$ cat src/rtl/hififo_pkg.sv
// Shared constants and types for the hififo PCIe request arbiters.
package hififo_pkg;

  localparam int HIFIFO_NCH_DEFAULT       = 4;
  localparam int HIFIFO_BURST_CNT_W       = 16;
  localparam int HIFIFO_STALL_MAX_DEFAULT = 255;
  localparam int HIFIFO_COUNT_W           = 5;

  // Channel-index width; a single channel still needs one bit of index.
  function automatic int hififo_idx_w(input int n);
    return (n > 1) ? $clog2(n) : 1;
  endfunction

  typedef enum logic {
    ARB_IDLE  = 1'b0,
    ARB_BURST = 1'b1
  } arb_state_e;

endpackage

$ cat src/rtl/hififo_rr_pick.sv
// Rotating-priority selector: returns the first set request bit found
// searching upward from last_i+1, wrapping modulo NCH. Purely combinational.
module hififo_rr_pick
  import hififo_pkg::*;
#(
  parameter int NCH = HIFIFO_NCH_DEFAULT,
  parameter int IW  = hififo_idx_w(NCH)
) (
  input  logic [NCH-1:0] req_i,
  input  logic [IW-1:0]  last_i,
  output logic           found_o,
  output logic [IW-1:0]  idx_o
);

  // cand[k] is the channel examined at search position k (k=0 is highest priority).
  logic [IW-1:0]  cand [NCH];
  logic [NCH-1:0] hit;

  for (genvar gi = 0; gi < NCH; gi++) begin : g_cand
    localparam int K = gi + 1;
    assign cand[gi] = IW'((int'(last_i) + K) % NCH);
    assign hit[gi]  = req_i[cand[gi]];
  end

  // Lowest search position with a request wins.
  always_comb begin
    found_o = 1'b0;
    idx_o   = '0;
    for (int k = NCH - 1; k >= 0; k--) begin
      if (hit[k]) begin
        found_o = 1'b1;
        idx_o   = cand[k];
      end
    end
  end

endmodule

$ cat src/rtl/hififo_tx_write_arbiter.sv
// Shares the PCIe TX write-request port among NCH to-PC FIFO engines.
// One burst at a time, rotating priority, grant locked until the last beat
// is accepted; keeps per-channel completed-burst counters and a sticky
// stall-error flag for a granted channel that stops offering beats.
module hififo_tx_write_arbiter
  import hififo_pkg::*;
#(
  parameter int NCH       = HIFIFO_NCH_DEFAULT,
  parameter int DW        = 64,
  parameter int AW        = 64,
  parameter int STALL_MAX = HIFIFO_STALL_MAX_DEFAULT
) (
  input  logic                                clock,
  input  logic                                reset,
  input  logic [NCH-1:0]                      enable,
  input  logic [NCH-1:0]                      in_valid,
  output logic [NCH-1:0]                      in_ready,
  input  logic [NCH*DW-1:0]                   in_data,
  input  logic [NCH*AW-1:0]                   in_addr,
  input  logic [NCH-1:0]                      in_last,
  input  logic [NCH*HIFIFO_COUNT_W-1:0]       in_count,
  output logic                                out_valid,
  input  logic                                out_ready,
  output logic [DW-1:0]                       out_data,
  output logic [AW-1:0]                       out_addr,
  output logic                                out_last,
  output logic [HIFIFO_COUNT_W-1:0]           out_count,
  output logic                                busy,
  output logic [hififo_idx_w(NCH)-1:0]        grant,
  output logic [NCH*HIFIFO_BURST_CNT_W-1:0]   burst_count,
  output logic                                stall_error
);

  localparam int IW  = hififo_idx_w(NCH);
  localparam int CW  = HIFIFO_BURST_CNT_W;
  localparam int NW  = HIFIFO_COUNT_W;
  localparam int SW  = $clog2(STALL_MAX + 1);
  localparam logic [SW-1:0] STALL_LIM = SW'(STALL_MAX);
  localparam logic [IW-1:0] LAST_RST  = IW'(NCH - 1);

  arb_state_e       state_q, state_d;
  logic [IW-1:0]    grant_q, grant_d;
  logic [IW-1:0]    last_q, last_d;
  logic [SW-1:0]    stall_cnt_q, stall_cnt_d;
  logic             stall_error_q, stall_error_d;
  logic [CW-1:0]    burst_count_q [NCH];

  logic [NCH-1:0]   eligible;
  logic             pick_found;
  logic [IW-1:0]    pick_idx;
  logic             xfer;
  logic             burst_end;

  assign eligible = in_valid & enable;

  hififo_rr_pick #(
    .NCH (NCH),
    .IW  (IW)
  ) u_pick (
    .req_i   (eligible),
    .last_i  (last_q),
    .found_o (pick_found),
    .idx_o   (pick_idx)
  );

  // Output mux driven from the registered grant; only live during a burst.
  always_comb begin
    out_data  = in_data[int'(grant_q)*DW +: DW];
    out_addr  = in_addr[int'(grant_q)*AW +: AW];
    out_count = in_count[int'(grant_q)*NW +: NW];
    out_last  = in_last[grant_q];
    out_valid = (state_q == ARB_BURST) && in_valid[grant_q];
    in_ready  = '0;
    if (state_q == ARB_BURST) begin
      in_ready[grant_q] = out_ready;
    end
  end

  assign xfer = out_valid && out_ready;

  // Next-state: arbitration in IDLE, grant lock and stall watch in BURST.
  always_comb begin
    state_d       = state_q;
    grant_d       = grant_q;
    last_d        = last_q;
    stall_cnt_d   = stall_cnt_q;
    stall_error_d = stall_error_q;
    burst_end     = 1'b0;
    case (state_q)
      ARB_IDLE: begin
        stall_cnt_d = '0;
        if (pick_found) begin
          grant_d = pick_idx;
          state_d = ARB_BURST;
        end
      end
      ARB_BURST: begin
        if (xfer) begin
          stall_cnt_d = '0;
          if (out_last) begin
            burst_end = 1'b1;
            last_d    = grant_q;
            state_d   = ARB_IDLE;
          end
        end else if (!in_valid[grant_q]) begin
          // Source went quiet mid-burst; backpressure alone is not a stall.
          if (stall_cnt_q != STALL_LIM) begin
            stall_cnt_d = stall_cnt_q + 1'b1;
          end
          if (stall_cnt_d == STALL_LIM) begin
            stall_error_d = 1'b1;
          end
        end else begin
          stall_cnt_d = '0;
        end
      end
      default: state_d = ARB_IDLE;
    endcase
  end

  // Arbiter state registers.
  always_ff @(posedge clock) begin
    if (reset) begin
      state_q       <= ARB_IDLE;
      grant_q       <= '0;
      last_q        <= LAST_RST;
      stall_cnt_q   <= '0;
      stall_error_q <= 1'b0;
    end else begin
      state_q       <= state_d;
      grant_q       <= grant_d;
      last_q        <= last_d;
      stall_cnt_q   <= stall_cnt_d;
      stall_error_q <= stall_error_d;
    end
  end

  for (genvar gi = 0; gi < NCH; gi++) begin : g_cnt
    // Completed-burst counter for channel gi, wraps naturally.
    always_ff @(posedge clock) begin
      if (reset) begin
        burst_count_q[gi] <= '0;
      end else if (burst_end && (grant_q == IW'(gi))) begin
        burst_count_q[gi] <= burst_count_q[gi] + 1'b1;
      end
    end
    assign burst_count[gi*CW +: CW] = burst_count_q[gi];
  end

  assign busy        = (state_q == ARB_BURST);
  assign grant       = grant_q;
  assign stall_error = stall_error_q;

endmodule

$ cat config.mk
export PLATFORM = sky130hd
export DESIGN_NAME = hififo_tx_write_arbiter
export DESIGN_NICKNAME = d
export VERILOG_FILES = /design/src/rtl/hififo_pkg.sv /design/src/rtl/hififo_rr_pick.sv /design/src/rtl/hififo_tx_write_arbiter.sv
export SDC_FILE = /design/constraint.sdc
export NUM_CORES = 1
export LEC_CHECK = 0
export CAP_MARGIN = 20
export CORE_AREA = 4 4 294 296
export DETAILED_ROUTE_END_ITERATION = 12
export DIE_AREA = 0 0 298 300
export GPL_TIMING_DRIVEN = 0
export PLACE_DENSITY_LB_ADDON = 0.1
export SLEW_MARGIN = 20
export SYNTH_ARGS = -nofsm -noshare
export SYNTH_HDL_FRONTEND = slang
export SYNTH_SLANG_ARGS = --single-unit
export TNS_END_PERCENT = 50
$ cat constraint.sdc
create_clock -name clock -period 3.8 [get_ports clock]
set_input_delay 0.76 -clock clock [delete_from_list [all_inputs] [get_ports clock]]
set_output_delay 0.76 -clock clock [all_outputs]
set_load 0.01 [all_outputs]
==> results of run 1 <==
==> kinds of logic after synthesis <==
logic type               count (synthesis)
AND/OR/NAND/NOR                        200
multiplexers                           135
adder cells (fa/ha/maj)                  5
buffers and inverters                   54
flip-flops                              78
AO/OA/AOI/OAI                           42
XOR/XNOR                                54
==> stage by stage <==
step	hold slack [ns]	area, sq um
3_3_place_gp	0.466	16200
4_1_cts	0.503	16600
2_1_floorplan	0.483	7260
3_5_place_dp	0.482	16200
6_report	0.503	16600
5_1_grt	0.544	16600
==> critical path, cell delays in order (launching register included) <==
cell	delay (ns)
dfxtp_1	0.41
buf_2	0.33
clkbuf_4	0.34
clkbuf_4	0.34
mux4_2	0.36
clkdlybuf4s50_1	0.76
==> registers in the layout, summed over array words and instances (netlist names) <==
signal,count
busy,1
burst_count_q,64
stall_cnt_q,8
last_q,2
stall_error,1
grant,2
==> path summary, 6_finish.rpt <==
kind                             from                                end  slack (ns)  cells past startpoint
max             grant[1]$_SDFFE_PP0P_                       out_data[40]        0.11                      5
max reg2reg     grant[1]$_SDFFE_PP0P_  burst_count_q[3][8]$_SDFFCE_PN0P_        1.00                      7
min          stall_error$_SDFFE_PP0P_           stall_error$_SDFFE_PP0P_        0.50                      2
min reg2reg  stall_error$_SDFFE_PP0P_           stall_error$_SDFFE_PP0P_        0.50                      2
==> Yosys cell counts, drive strengths merged (3+ instances only) <==
| cell | count |
|---|---|
| a21oi | 14 |
| and2 | 8 |
| and3 | 13 |
| and4 | 10 |
| buf | 27 |
| clkbuf | 19 |
| dfxtp | 14 |
| edfxtp | 64 |
| ha | 5 |
| inv | 8 |
| mux4 | 135 |
| nand2 | 32 |
| nand2b | 3 |
| nand3 | 24 |
| nand4 | 14 |
| nor2 | 76 |
| nor3 | 5 |
| o211ai | 3 |
| o21ai | 10 |
| o21bai | 3 |
| o31ai | 3 |
| or3 | 9 |
| xnor2 | 19 |
| xor2 | 35 |
==> area by class of cell <==
class                      instances  area share, %
timing repair buffer             756           45.5
multi-input combinational        436           29.2
sequential                        78           13.3
tap                             1080           8.14
buffer                            46           1.67
clock buffer                      10           1.38
clock inverter                     6          0.513
inverter                           8          0.181
antenna                            9          0.136
==> per-layer routing <==
metal | global-route usage [%] | part of all wire (%)
met5 | 0 | 0.17
met4 | 2.51 | 1.7
met3 | 8.80 | 11
met2 | 33.6 | 51
met1 | 19.0 | 36
==> layout by cell type (no fill, tap or decap), types with 9 or more instances in the layout <==
cell type,synthesis,final
edfxtp_1,64,64
clkbuf_16,0,9
or3_1,9,9
nand3_1,24,24
nand4_1,14,14
clkdlybuf4s50_1,0,741
dlygate4sd2_1,0,11
and4_1,10,10
dfxtp_1,14,14
and3_1,13,13
xor2_1,35,35
diode_2,0,9
clkbuf_4,0,9
buf_4,1,10
buf_2,20,14
mux4_2,135,135
a21oi_1,13,13
xnor2_1,19,19
nand2_1,32,32
o21ai_0,10,10
nor2_1,76,76
==> power breakdown <==
group / internal, mW / switching [mW] / total, mW
Sequential: 0.958 / 0.0473 / 1.01
Combinational: 1.27 / 1.03 / 2.30
Clock: 0.575 / 0.392 / 0.967
Total: 2.80 / 1.47 / 4.27
==> timing repair <==
action | CTS | global route
gates resized for setup | 46 | 3
cloned | 0 | 0
setup endpoints to repair | 128 | 12
==> results.md, run 1 <==
- Die Y-Extent: 300 microns
- Vias/cell: 3.66
- Synth area leaders: mux4_2 (42%), edfxtp_1 (26%), xor2_1 (4.2%)
- Data required time at the worst endpoint: 3.04 ns
- Multi-input gate area: 4840 sq um
- DR pass1 iterations: 5
- Total GRT Usage: 18.2%
- CP startpoint kind: flop
- H-tree depth: 3
- Io pins: 754
- Post-CTS Setup Repair Bufs: 0
- Pre-CTS WS: -0.601 ns
- Hold-fix buffers, CTS: 0
- Cell variety after synth: 42
- First-pass GRT wire length: 105000 microns
- Hpwl dp: 78200 microns
- Synth Area in XOR/XNOR: 6.51%
- Ys flop type: edfxtp_1
- Total power: 4.27 mW
- # rows: 106
- Routed WL per cell: 34.6 microns
- Width of the die: 298 microns
- Sum Neg Setup Slack: 0 ns
- Setup ws final: 0.114 ns
- Post-Layout Cell Count: 2429
- Final-report max-slew violation count: 0
- Sink Count: 78
- Worst EP arrival: 2.93 ns
- Die area: 89400 sq um
- Crit Path Class: flop to output port
- Via Count: 8885
- Root Buffer: clkbuf_16
- Run status: finished clean
- Synth area leader: mux4_2
- Syn_nets: 1120
- Leakage: 5.37 nW
- Nets: 1887
- Fmax: 271 MHz
- Layout fillers: 9098
- Share of cells above drive strength 1: 14.6%
- GP Congestion: 0.892
- Total congestion overflow: 0
- Synthesized area: 7260 sq um
- Synth Warn #: 0
- Initial antenna violation count: 57
- Final setup viols: 0
- Residual DRC: 0
- Cell area power density: 257 nW/um^2
- Num CTS Buffers: 9
- CTS tree: yes
- Initial Util: 8.69%
- Multiplexer share of the synthesized area: 41.9%
- Post-Syn Instances: 568
- Relative slew slack: 51.4%
- RSZ-0062 raised after global routing: false
- Vias in the first global route: 9654
- Max-Cap Viols: 0
- Clock Latency Late Sink: 0.36 ns
- Min-delay worst type: flop to flop
- Register area: 2200 sq um
- Number of synthesized flops with an enable pin: 64
- Core ar.: 83600 sq um
- Least-Margin Pin Slew: 0.729 ns
- Post-route ant nets: 0
- Total wire length: 84000 microns
- Adder-cell share of the synthesized area: 0.861%
- Worst-path maximum fanout: 10
- Top cell type's share of synthesized area: 41.9%
- Synth Register Bits: 78
- Avg Inst Size Synth: 12.8 sq um
- Critical Path End Type: output port
- Placed Cells: 2404
- FFs w/ async S/R, synth: 0%
- Skew final: 0.0134 ns
- Largest family of logic cells by synthesized area: multiplexers
- Max IR drop VDD: 0.000181 V
- Final design utilization: 19.9%
- Initial drt markers: 335
- Area Growth Syn to Fin: 129%
- Final period utilization: 97.0%
- Min Tclk post-route: 3.69 ns
- Part of the Yosys area used for sequential elements: 30.3%
- Fin. Hold Viols: 0
- Port bufs: 753
- CTS clk-pin slew, worst paths: 0.06 ns
- Largest net degree at the start of global routing: 17
- Post-Synth Simple-Gate Area: 13.5%
- Post-synthesis compound-gate area fraction: 3.74%
- Clk buf depth: 2
(Power assumes the default switching activity.)
==> inputs of run 2 (changes only) <==
--- a/config.mk
+++ b/config.mk
@@ -11,6 +11,7 @@
 export DIE_AREA = 0 0 298 300
 export GPL_TIMING_DRIVEN = 0
 export PLACE_DENSITY_LB_ADDON = 0.1
+export SETUP_SLACK_MARGIN = 0.05
 export SLEW_MARGIN = 20
 export SYNTH_ARGS = -nofsm -noshare
 export SYNTH_HDL_FRONTEND = slang
==> run 2 against run 1 <==
Effect of this change:
- power barely moved
- final area about the same
- hold slack got worse by 0.0043 ns
- utilization hardly changed
- sequential share of layout area about the same
- die area is the same
- clock power about the same
- setup slack gained 0.033 ns
- flip-flop and latch count is the same
- register-to-register slack improved by 0.07 ns
- fmax rose by 0.91%
==> results.md, run 2 (synthesis results as in run 1) <==
- Run status: finished clean
- Data required time at the worst endpoint: 3.04 ns
- Min-delay worst type: flop to flop
- Relative slew slack: 51.4%
- Initial antenna violation count: 57
- Largest net degree at the start of global routing: 17
- Routed WL per cell: 34.6 microns
- Critical Path End Type: output port
- Worst EP arrival: 2.89 ns
- Final setup viols: 0
- Core ar.: 83600 sq um
- Max IR drop VDD: 0.000181 V
- Fin. Hold Viols: 0
- CTS clk-pin slew, worst paths: 0.06 ns
- Largest reg by FF count: burst_count_q
- Vias/cell: 3.67
- Sink Count: 78
- Sw Ratio: 34.4%
- Clock Latency Late Sink: 0.37 ns
- CTS tree: yes
- Initial Util: 8.69%
- Fmax: 274 MHz
- Min Tclk post-route: 3.65 ns
- Layout fillers: 9105
- RSZ-0062 raised after global routing: true
- GP Congestion: 0.892
- Worst hold slack: 0.499 ns
- Crit Path Class: flop to output port
- Area Growth Syn to Fin: 129%
- Hold-fix buffers, CTS: 0
- Sequential power share: 23.5%
- Total congestion overflow: 0
- Max incr delay on CP: 0.76 ns
- Post-route ant nets: 0
- P_sw: 1.47 mW
- Num CTS Buffers: 9
- Pre-CTS WS: -0.601 ns
- Vias in the first global route: 9654
- Clk buf depth: 2
- Total GRT Usage: 18.2%
- Commonest non-fill, non-tap cells in the layout: clkdlybuf4s50_1 (736), mux4_2 (135), nor2_1 (76), edfxtp_1 (64), xor2_1 (35)
- # rows: 106
- Residual DRC: 0
- Leakage: 5.39 nW
- Clock Power Share: 22.7%
- CP Cell Sequence: buf_4, clkbuf_4, buf_4, mux4_2, clkdlybuf4s50_1
- Worst-path maximum fanout: 10
- CP max-delay cell: clkdlybuf4s50_1
- Total power: 4.27 mW
- Io pins: 754
- Port bufs: 753
- Biggest regs: burst_count_q x64, stall_cnt_q x8
- First-pass GRT wire length: 105000 microns
- Worst path bufs/invs: 4
- CP dominant cell by count: buf_4
- Final period utilization: 96.1%
- CP delay by family, top: buffers and inverters
- Most common cell after layout, fill and taps aside: clkdlybuf4s50_1
- CP startpoint kind: flop
- Share of cells above drive strength 1: 14.6%
- Die Y-Extent: 300 microns
- Total wire length: 84000 microns
- Least-Margin Pin Slew: 0.729 ns
- DR pass1 iterations: 6
- Skew final: 0.0134 ns
- Hpwl dp: 78200 microns
- Combinational share of power: 53.8%
- Final-report max-slew violation count: 0
- Final design utilization: 19.9%
- H-tree depth: 3
- Cell area power density: 257 nW/um^2
- Placed Cells: 2404
- Post-Layout Cell Count: 2429
- Max FFs per register: 64
- Max-Cap Viols: 0
- Via Count: 8919
- Root Buffer: clkbuf_16
- Width of the die: 298 microns
- Die area: 89400 sq um
- Int Power: 2.80 mW
- Initial drt markers: 330
- Nets: 1887
- Setup ws final: 0.147 ns
## run 2: layout make-up
class	instances	area [sq um]	share of cell area (%)
Inverter	8	30.0	0.181
Sequential cell	78	2200	13.3
Multi-Input combinational cell	436	4840	29.2
Buffer	46	287	1.73
Timing Repair Buffer	756	7560	45.5
Tap cell	1080	1350	8.14
Clock buffer	10	229	1.38
Antenna cell	9	22.5	0.136
Clock inverter	6	85.1	0.512
## run 2: path summary, 6_finish.rpt
path,cells after the start,slack [ns],startpoint,to
worst max-delay path,5,0.15,grant[0]$_SDFFE_PP0P_,out_data[40]
worst min-delay path,2,0.50,stall_error$_SDFFE_PP0P_,stall_error$_SDFFE_PP0P_
worst max register to register,7,1.07,grant[1]$_SDFFE_PP0P_,burst_count_q[3][8]$_SDFFCE_PN0P_
worst min register to register,2,0.50,stall_error$_SDFFE_PP0P_,stall_error$_SDFFE_PP0P_
## run 2: stage by stage
| stage | cell area, sq um | TNS, ns |
|---|---|---|
| finish | 16600 | 0 |
| global route | 16600 | 0 |
| CTS | 16600 | -0.0589 |
| detailed placement | 16200 | -24.32 |
| global placement | 16200 | -47.59 |
| floorplan | 7260 | 0 |
## run 2: worst min-delay path, stage by stage (launching register included)
cell	delay (ns)
dfxtp_1	0.34
nand2b_1	0.08
o31ai_2	0.05
## run 2: timing repair
| action | in CTS | in global routing |
|---|---|---|
| resized for setup | 50 | 6 |
| gates cloned | 0 | 0 |
| endpoints found under the setup margin | 128 | 13 |
| endpoints found under the hold margin | 0 | 0 |
| buffers inserted | 0 | 0 |
## run 2: power by group through the flow
stage	registers (mW)	clock network, mW	logic, mW
finish	1.01	0.967	2.30
global placement	1.03	0	2.36
floorplan	1.02	0	0.691
global route	1.01	1.05	2.44
detailed placement	1.03	0	2.38
CTS	1.01	1.02	2.38
## run 2: routing by layer
metal | wire, microns | vias to the layer above | global-route usage (%)
met5 | 147 | - | 0
met3 | 9140 | 119 | 8.80
li1 | - | 3866 | -
met4 | 1410 | 22 | 2.51
met1 | 30100 | 4433 | 19.0
met2 | 43200 | 479 | 33.6
==> inputs of run 3 (changes only) <==
--- a/config.mk
+++ b/config.mk
@@ -5,14 +5,13 @@
 export SDC_FILE = /design/constraint.sdc
 export NUM_CORES = 1
 export LEC_CHECK = 0
-export CAP_MARGIN = 20
 export CORE_AREA = 4 4 294 296
 export DETAILED_ROUTE_END_ITERATION = 12
 export DIE_AREA = 0 0 298 300
 export GPL_TIMING_DRIVEN = 0
 export PLACE_DENSITY_LB_ADDON = 0.1
 export SETUP_SLACK_MARGIN = 0.05
-export SLEW_MARGIN = 20
+export SLEW_MARGIN = 0
 export SYNTH_ARGS = -nofsm -noshare
 export SYNTH_HDL_FRONTEND = slang
 export SYNTH_SLANG_ARGS = --single-unit
==> run 3 against run 2 <==
Effect of this change:
- clock skew is 0.0030 ns lower
- non-clock buffer count is 1 lower
- critical path type unchanged
- global-route usage is 0.056 points higher
- power is 2.1% higher
- cell count is 0.37% higher
- final area is 0.48% higher
- hold slack worse by 0.010 ns
- clock-buffer cell count is 1 higher
- sequential power hardly changed
- largest cell class unchanged
- fmax is 1.5% higher
- routed wire length is 0.21% higher
- die area stayed put
==> results.md, run 3 (synthesis results as in run 1) <==
- Max-Cap Viols: 0
- Relative slew slack: 37.7%
- Io pins: 754
- Die area: 89400 sq um
- Area Growth Syn to Fin: 130%
- Critical Path End Type: output port
- Root Buffer: clkbuf_16
- Layout fillers: 9142
- Min Tclk post-route: 3.60 ns
- Commonest non-fill, non-tap cells in the layout: clkdlybuf4s50_1 (725), mux4_2 (135), nor2_1 (76), edfxtp_1 (64), xor2_1 (35)
- Post-CTS Setup Repair Bufs: 0
- Hpwl dp: 78100 microns
- Crit Path Class: flop to output port
- Biggest regs: burst_count_q x64, stall_cnt_q x8
- Max IR drop VDD: 0.000189 V
- Max FFs per register: 64
- CP startpoint kind: flop
- Run status: finished clean
- Worst min-delay path startpoint: stall_error$_SDFFE_PP0P_
- Initial drt markers: 399
- Post-route ant nets: 0
- CTS tree: yes
- CTS clk-pin slew, worst paths: 0.07 ns
- Residual DRC: 0
- Min-delay worst type: flop to flop
- Total GRT Usage: 18.2%
- Final-report max-slew violation count: 0
- Routed WL per cell: 34.5 microns
- Hold Path Cell Cnt: 2
- Sum Neg Setup Slack: 0 ns
- Most common cell after layout, fill and taps aside: clkdlybuf4s50_1
- Final setup viols: 0
- RR Endpoint: burst_count_q[3][10]$_SDFFCE_PN0P_
- FF-to-FF Start: grant[1]$_SDFFE_PP0P_
- Die Y-Extent: 300 microns
- # rows: 106
- Skew final: 0.0103 ns
- Core ar.: 83600 sq um
- Via Count: 8913
- Vias in the first global route: 9849
- Share of cells above drive strength 1: 14.6%
- H-tree depth: 3
- Leakage: 5.47 nW
- Num CTS Buffers: 9
- Register-to-register setup slack: 0.92 ns
- Data required time at the worst endpoint: 3.04 ns
- Worst EP arrival: 2.84 ns
- GP Congestion: 0.892
- Cell area power density: 261 nW/um^2
- Multi-input gate area: 4840 sq um
- Least-Margin Pin Slew: 0.934 ns
- Vias/cell: 3.66
- First-pass GRT wire length: 106000 microns
- Worst Hold Path EP: stall_error$_SDFFE_PP0P_
- Largest net degree at the start of global routing: 17
- Clk buf depth: 2
- Hold-fix buffers, CTS: 0
- RSZ-0062 raised after global routing: true
- Sink Count: 78
- Worst-path maximum fanout: 10
- Clock Latency Late Sink: 0.36 ns
- Final design utilization: 20.0%
- Total congestion overflow: 0
- DR pass1 iterations: 4
- Worst Reg-to-Reg Cells: 7
- Final period utilization: 94.7%
- Port bufs: 753
- Initial antenna violation count: 55
- Width of the die: 298 microns
- Fmax: 278 MHz
- Fin. Hold Viols: 0
- Nets: 1886
- Largest reg by FF count: burst_count_q
- Register area: 2200 sq um
- Initial Util: 8.69%
- Total wire length: 84200 microns
==> run 3: cell count changes in the layout (fill, tap and decap cells not counted), sizes merged <==
cell | previous run | this run
inv | 9 | 8
clkdlybuf4s50 | 736 | 725
diode | 9 | 19
clkinv | 2 | 1
dlygate4sd2 | 15 | 20
dlymetal6s2s | 2 | 8
bufinv | 2 | 3
==> run 3: area by class of cell <==
cell class              instances  share of cell area (%)
diodes                         19                   0.285
plain buffers                  46                    1.75
clock buffers                  11                    1.45
clock inverters                 5                   0.637
inverters                       8                   0.180
multi-input cells             436                    29.0
flip-flops and latches         78                    13.2
well taps                    1080                    8.10
repair buffers                755                    45.4
==> run 3: metal layers <==
metal	share of wire (%)	vias to the layer above	wire length [microns]	GRT usage, %
met1	36	4436	30600	19.2
li1	-	3872	-	-
met3	10	103	8620	8.45
met5	0.19	-	161	0
met4	2.1	26	1810	3.45
met2	51	476	42900	33.3
==> run 3: how the worst max path moves through the flow <==
stage,from,end,slack (ns),cells past startpoint
floorplan,in_last[1],burst_count_q[3][0]$_SDFFCE_PN0P_,1.28,3
global placement,grant[1]$_SDFFE_PP0P_,out_addr[62],-0.79,5
detailed placement,grant[1]$_SDFFE_PP0P_,out_addr[62],-0.82,5
CTS,grant[0]$_SDFFE_PP0P_,out_data[35],0.04,5
global route,grant[1]$_SDFFE_PP0P_,out_addr[7],0.02,5
finish,grant[1]$_SDFFE_PP0P_,out_data[41],0.20,5
==> run 3: report_power, final <==
group	total, mW	internal, mW	switching, mW
Sequential	1.01	0.958	0.0469
Combinational	2.29	1.26	1.03
Clock	1.06	0.662	0.401
==> run 3: stage by stage <==
stage | setup slack, ns | cell area [sq um] | power [mW] | cells | hold WS [ns]
2_1_floorplan | 1.28 | 7260 | 1.72 | 568 | 0.483
3_3_place_gp | -0.794 | 16200 | 3.39 | 2401 | 0.466
3_5_place_dp | -0.823 | 16200 | 3.40 | 2403 | 0.476
4_1_cts | 0.0401 | 16600 | 4.49 | 2419 | 0.496
5_1_grt | 0.0242 | 16600 | 4.59 | 2422 | 0.554
6_report | 0.202 | 16700 | 4.36 | 2438 | 0.489
==> run 3: timing repair <==
item                                   4_1_cts  5_1_grt
gates resized for setup                     60       10
pin swaps                                    0        0
setup endpoints to repair                  128       23
endpoints found under the hold margin        0        0
==> run 3: critical path: stages (launching register included) <==
cell and delay [ns]:
dfxtp_1 0.40, buf_2 0.33, clkbuf_4 0.33, clkbuf_2 0.36, mux4_2 0.40, clkdlybuf4s50_1 0.63
